`src/rtl/univ_shift_reg_seq_if.sv`:
```
// Command/data bundle of the universal shift register: start/mode/amt/din and
// serial inputs in, register contents, serial outputs and busy/done status out.
interface univ_shift_reg_seq_if #(
    parameter int N  = 8,
    parameter int AW = 3
);
    logic          start;
    logic [2:0]    mode;
    logic [AW-1:0] amt;
    logic [N-1:0]  din;
    logic          sin_r;
    logic          sin_l;
    logic [N-1:0]  q;
    logic          sout_r;
    logic          sout_l;
    logic          busy;
    logic          done;

    modport master (
        output start, mode, amt, din, sin_r, sin_l,
        input  q, sout_r, sout_l, busy, done
    );

    modport slave (
        input  start, mode, amt, din, sin_r, sin_l,
        output q, sout_r, sout_l, busy, done
    );
endinterface

```
`src/rtl/univ_shift_reg_seq.sv`:
```
// Universal shift register: parallel load, logical/arithmetic shifts and rotates,
// multi-step commands executed one bit per clock with a start/busy/done handshake.
module univ_shift_reg_seq #(
    parameter int N  = 8,
    parameter int AW = 3
) (
    input  logic                clk,
    input  logic                reset,
    univ_shift_reg_seq_if.slave bus
);
    typedef enum logic [2:0] {
        OP_NOP  = 3'b000,
        OP_LOAD = 3'b001,
        OP_SRL  = 3'b010,
        OP_SLL  = 3'b011,
        OP_ROR  = 3'b100,
        OP_ROL  = 3'b101,
        OP_SRA  = 3'b110,
        OP_RSVD = 3'b111
    } op_e;

    typedef enum logic {IDLE, SHIFT} state_e;

    state_e        state, state_nxt;
    op_e           op, op_nxt;
    logic [N-1:0]  q, q_nxt;
    logic [AW-1:0] cnt, cnt_nxt;
    logic          done, done_nxt;
    op_e           cmd_op;
    logic          accept_shift;

    function automatic logic is_shift(input op_e o);
        return (o == OP_SRL) || (o == OP_SLL) || (o == OP_ROR) ||
               (o == OP_ROL) || (o == OP_SRA);
    endfunction

    // Serial inputs are passed in live so each step samples them at its own edge.
    function automatic logic [N-1:0] step(input op_e o, input logic [N-1:0] v,
                                          input logic sr, input logic sl);
        case (o)
            OP_SRL:  return {sr, v[N-1:1]};
            OP_SLL:  return {v[N-2:0], sl};
            OP_ROR:  return {v[0], v[N-1:1]};
            OP_ROL:  return {v[N-2:0], v[N-1]};
            OP_SRA:  return {v[N-1], v[N-1:1]};
            default: return v;
        endcase
    endfunction

    assign cmd_op       = op_e'(bus.mode);
    assign accept_shift = bus.start && is_shift(cmd_op) && (bus.amt != '0);

    // NOTE: sequential state uses non-blocking assignments only, so every flop
    // samples the pre-edge values computed by the combinational processes.
    always_ff @(posedge clk) begin
        if (!reset) begin
            state <= IDLE;
            op    <= OP_NOP;
            q     <= '0;
            cnt   <= '0;
            done  <= 1'b0;
        end else begin
            state <= state_nxt;
            op    <= op_nxt;
            q     <= q_nxt;
            cnt   <= cnt_nxt;
            done  <= done_nxt;
        end
    end

    always_comb begin
        state_nxt = state;
        case (state)
            IDLE:    if (accept_shift) state_nxt = SHIFT;
            SHIFT:   if (cnt == AW'(1)) state_nxt = IDLE;
            default: state_nxt = IDLE;
        endcase
    end

    // NOTE: every signal gets a default before the case so no path leaves it
    // unassigned, which would otherwise infer a latch.
    always_comb begin
        op_nxt   = op;
        q_nxt    = q;
        cnt_nxt  = cnt;
        done_nxt = 1'b0;
        case (state)
            IDLE: begin
                if (bus.start) begin
                    op_nxt = cmd_op;
                    if (cmd_op == OP_LOAD) begin
                        q_nxt    = bus.din;
                        done_nxt = 1'b1;
                    end else if (accept_shift) begin
                        cnt_nxt = bus.amt;
                    end else begin
                        done_nxt = 1'b1;
                    end
                end
            end
            SHIFT: begin
                q_nxt    = step(op, q, bus.sin_r, bus.sin_l);
                cnt_nxt  = cnt - AW'(1);
                done_nxt = (cnt == AW'(1));
            end
            default: ;
        endcase
    end

    assign bus.q      = q;
    assign bus.sout_r = q[0];
    assign bus.sout_l = q[N-1];
    assign bus.busy   = (state == SHIFT);
    assign bus.done   = done;
endmodule
```
`src/flat_wrapper.sv`:
```
// flat-port wrapper written by rule: the top's interface ports become plain ports
module univ_shift_reg_seq_flat 
#(
    parameter int N  = 8,
    parameter int AW = 3
)
  (clk, reset, bus_start, bus_mode, bus_amt, bus_din, bus_sin_r, bus_sin_l, bus_q, bus_sout_r, bus_sout_l, bus_busy, bus_done);
  univ_shift_reg_seq_if #(.N(N), .AW(AW)) bus_i ();
  input  logic clk;
  input  logic reset;
  input wire logic [$bits(bus_i.start)-1:0] bus_start;
  input wire logic [$bits(bus_i.mode)-1:0] bus_mode;
  input wire logic [$bits(bus_i.amt)-1:0] bus_amt;
  input wire logic [$bits(bus_i.din)-1:0] bus_din;
  input wire logic [$bits(bus_i.sin_r)-1:0] bus_sin_r;
  input wire logic [$bits(bus_i.sin_l)-1:0] bus_sin_l;
  output wire logic [$bits(bus_i.q)-1:0] bus_q;
  output wire logic [$bits(bus_i.sout_r)-1:0] bus_sout_r;
  output wire logic [$bits(bus_i.sout_l)-1:0] bus_sout_l;
  output wire logic [$bits(bus_i.busy)-1:0] bus_busy;
  output wire logic [$bits(bus_i.done)-1:0] bus_done;
  assign bus_i.start = bus_start;
  assign bus_i.mode = bus_mode;
  assign bus_i.amt = bus_amt;
  assign bus_i.din = bus_din;
  assign bus_i.sin_r = bus_sin_r;
  assign bus_i.sin_l = bus_sin_l;
  assign bus_q = bus_i.q;
  assign bus_sout_r = bus_i.sout_r;
  assign bus_sout_l = bus_i.sout_l;
  assign bus_busy = bus_i.busy;
  assign bus_done = bus_i.done;
  univ_shift_reg_seq #(.N(N), .AW(AW)) u_core (.clk(clk), .reset(reset), .bus(bus_i));
endmodule
```
`config.mk`:
```
export PLATFORM = sky130hd
export DESIGN_NAME = univ_shift_reg_seq_flat
export DESIGN_NICKNAME = d
export VERILOG_FILES = /design/src/rtl/univ_shift_reg_seq_if.sv /design/src/rtl/univ_shift_reg_seq.sv /design/src/flat_wrapper.sv
export SDC_FILE = /design/constraint.sdc
export NUM_CORES = 1
export LEC_CHECK = 0
export CORE_ASPECT_RATIO = 1.25
export CORE_MARGIN = 2
export CORE_UTILIZATION = 45
export DETAILED_ROUTE_END_ITERATION = 8
export PLACE_DENSITY = 0.86
export SLEW_MARGIN = 20
export SYNTH_ARGS = -nofsm -noshare
export SYNTH_HDL_FRONTEND = slang
export SYNTH_SLANG_ARGS = --single-unit
```
`constraint.sdc`:
```
create_clock -name clk -period 1.9 [get_ports clk]
set_input_delay 0.38 -clock clk [delete_from_list [all_inputs] [get_ports clk]]
set_output_delay 0.38 -clock clk [all_outputs]
set_load 0.05 [all_outputs]
```
==> metrics.yaml <==
outcome:
  status: "finished clean"
cts:
  hold_buffers: 0
  insertion_delay_ps: 280
  clk_pin_slew_ps: 90
  ctsResizeCount: 0
  cts_tree: "built"
  root_buffer: "clkbuf_4"
  clk_path_buf_depth: 2
  numCtsBuffers: 3
  htree_levels: 1
  cts_sinks: 16
  cts_setup_buffers: 0
yosys:
  syn_inst: 113
  synthXorXnorAreaFrac_pct: 2.59
  post_synth_and_or_nand_nor_area_fraction_pct: 19.8
  synth_compound_area_share_pct: 29.9
  synth_edf_count: 0
  synthArstFlopShare_pct: 0
  synthMuxAreaShare_pct: 4.14
  synth_top_family_by_area: "compound AO/OA/AOI/OAI gates"
  syn_nets: 134
  ys.flop_type: "dfxtp_1"
  yosysWarnings: 0
  synth-seq-area-share_pct: 33.1
  ys_types: 38
  synth_fa_ha_area_share_pct: 2.59
  synth.ff_latch_count: 16
  netlist_area_um2: 967
  avgSynthCellArea_um2: 8.56
worst_setup_path:
  cp_max_fo: 4
  cp-start-kind: "flip-flop"
  arrival_ps: 1470
  critPathKind: "flip-flop to output port"
  cp-end-kind: "output port"
  slowest_delay_ps: 810
  worstPathCellList: "clkdlybuf4s50_1"
  critPathSlowestCell: "clkdlybuf4s50_1"
  cp_top_family: "buffers and inverters"
  required_ps: 1520
  crit_buf_inv: 1
timing:
  tns_ps: 0
  layout_min_cycle_time_ps: 1850
  slew_headroom_pct: 63.8
  grt_setup_unrepaired: "false"
  slew_violations: 0
  worst_pin_slew_ps: 534
  fmax_ghz: 0.541
  clock_skew_ps: 1.17
  finalHoldViolations: 0
  final-setup-viol-count: 0
  timing.final.crit_share_pct: 97.3
  worst_hold_slack_ps: 497
drt:
  antenna_left: 0
  via_count: 985
  route.detailed.drc: 0
  drt_iter0_drc: 17
  first_pass_iters: 4
  wire_per_inst_um: 14.2
  drt-total-wl_um: 2300
  viasPerCell: 6.08
power_and_ir_drop:
  leakage_nw: 0.505
  cellPowerDensity_nw_per_um2: 661
  irDropWorstVdd_v: 0.000401
global_routing:
  grt_use_total_pct: 20.4
  first_global_vias: 965
  grt_max_degree: 24
  grt_pass1_wl_um: 3980
  antenna_found_initial: 0
  grt_overflow: 0
floorplan:
  initial_core_util_pct: 48.3
  num_rows: 18
  num_io_pins: 31
  die_h_um: 55.8
  core_um2: 2000
  die_w_um: 45.5
  dieArea_um2: 2540
worst_hold_path:
  hold_path_class: "flip-flop to flip-flop"
job:
  max_cap_violations: 0
finish:
  stdcell_count: 162
  syn_to_final_growth_pct: 34.0
  final_nets: 165
  drive_above_1_share_pct: 14.8
  n_antenna_cell: 0
placed_design:
  hpwl_um: 1760
  portBuffers: 30
  dp.cells: 159
  routabilityCongestion: 0.787
-- worst reg2reg max path, cell delays in order, from the launching register on --
cell	delay (ps)
dfxtp_1	500
xor2_2	300
and2_1	300
nor3_1	90
o41ai_2	310
-- state kept, by name, indices dropped and copies added (netlist names) --
register and count:
u_core.bus.q 8, u_core.cnt 3, u_core.op 3, u_core.bus.busy 1, u_core.bus.done 1
-- final timing paths --
kind	depth (start not counted)	slack, ps	end	start
worst min-delay path	2	500	u_core.bus.q[4]$_SDFFE_PN0P_	u_core.bus.q[4]$_SDFFE_PN0P_
worst min register to register	2	500	u_core.bus.q[4]$_SDFFE_PN0P_	u_core.bus.q[4]$_SDFFE_PN0P_
worst max-delay path	1	50	bus_q[0]	u_core.bus.q[0]$_SDFFE_PN0P_
worst max register to register	4	320	u_core.bus.q[5]$_SDFFE_PN0P_	u_core.op[2]$_SDFFE_PN0P_
-- Yosys cell counts, types with 2 or more instances --
| cell type | n | area share [%] |
|---|---|---|
| o31ai_1 | 2 | 1.6 |
| nand2b_1 | 3 | 1.9 |
| mux2i_1 | 4 | 4.1 |
| nand3_1 | 9 | 4.7 |
| ha_1 | 2 | 2.6 |
| inv_1 | 6 | 2.3 |
| nor2b_1 | 2 | 1.3 |
| dfxtp_1 | 16 | 33 |
| o21ai_0 | 9 | 4.7 |
| a21oi_1 | 4 | 2.1 |
| o21a_1 | 2 | 1.6 |
| o41ai_2 | 3 | 5.0 |
| and2_1 | 2 | 1.3 |
| o22ai_1 | 2 | 1.3 |
| buf_2 | 3 | 1.6 |
| nor3_1 | 4 | 2.1 |
| a211oi_1 | 5 | 3.9 |
| a221oi_1 | 3 | 2.7 |
| nand2_1 | 5 | 1.9 |
| buf_4 | 2 | 1.6 |
| or2b_1 | 2 | 1.6 |
| nor2_1 | 7 | 2.7 |
-- cells in the final DEF (no fill, tap or decap), types with 4 or more instances in the layout --
master	n
clkdlybuf4s50_1	22
dfxtp_1	16
buf_4	11
nand3_1	9
o21ai_0	9
nor2_1	7
inv_1	6
nand2_1	5
a211oi_1	5
mux2i_1	4
nor3_1	4
a21oi_1	4
-- cells by family (layout without fill, tap and decap cells) --
group	after synthesis	in the layout
adder cells (fa/ha/maj)	2	2
buffers and inverters	15	44
AND/OR/NAND/NOR	37	37
flip-flops	16	16
XOR/XNOR	2	2
AO/OA/AOI/OAI	37	37
multiplexers	4	4
-- final cells by class --
cell class / count / area [µm²]
multi-input combinational: 82 / 571
timing repair buffer: 35 / 335
sequential: 16 / 320
fill: 167 / 708
clock buffer: 3 / 22.5
tap: 20 / 25.0
inverter: 6 / 22.5
-- layer usage --
metal,vias to the layer above,track usage (%),wire (µm)
li1,483,-,-
met1,465,25.7,1040
met2,32,33.6,1140
met3,5,3.25,86
met4,0,7.14,31
met5,-,0,0
-- stage by stage --
step	power (mW)	worst slack, ps	cell area [µm²]	util (%)
finish	0.857	51.2	1300	64.7
global route	0.898	6.83	1300	64.7
CTS	0.859	27.2	1290	64.5
detailed placement	0.685	54.5	1270	63.4
global placement	0.676	97.5	1270	63.4
floorplan	0.579	95.7	967	-
-- where the power goes --
part	internal, mW	switching, mW	leakage, nW
sequential	0.361	0.0299	0.131
combinational	0.126	0.162	0.360
clock	0.0737	0.104	0.0138
total	0.561	0.296	0.505
Note: power is estimated with default switching activity, not from simulation.
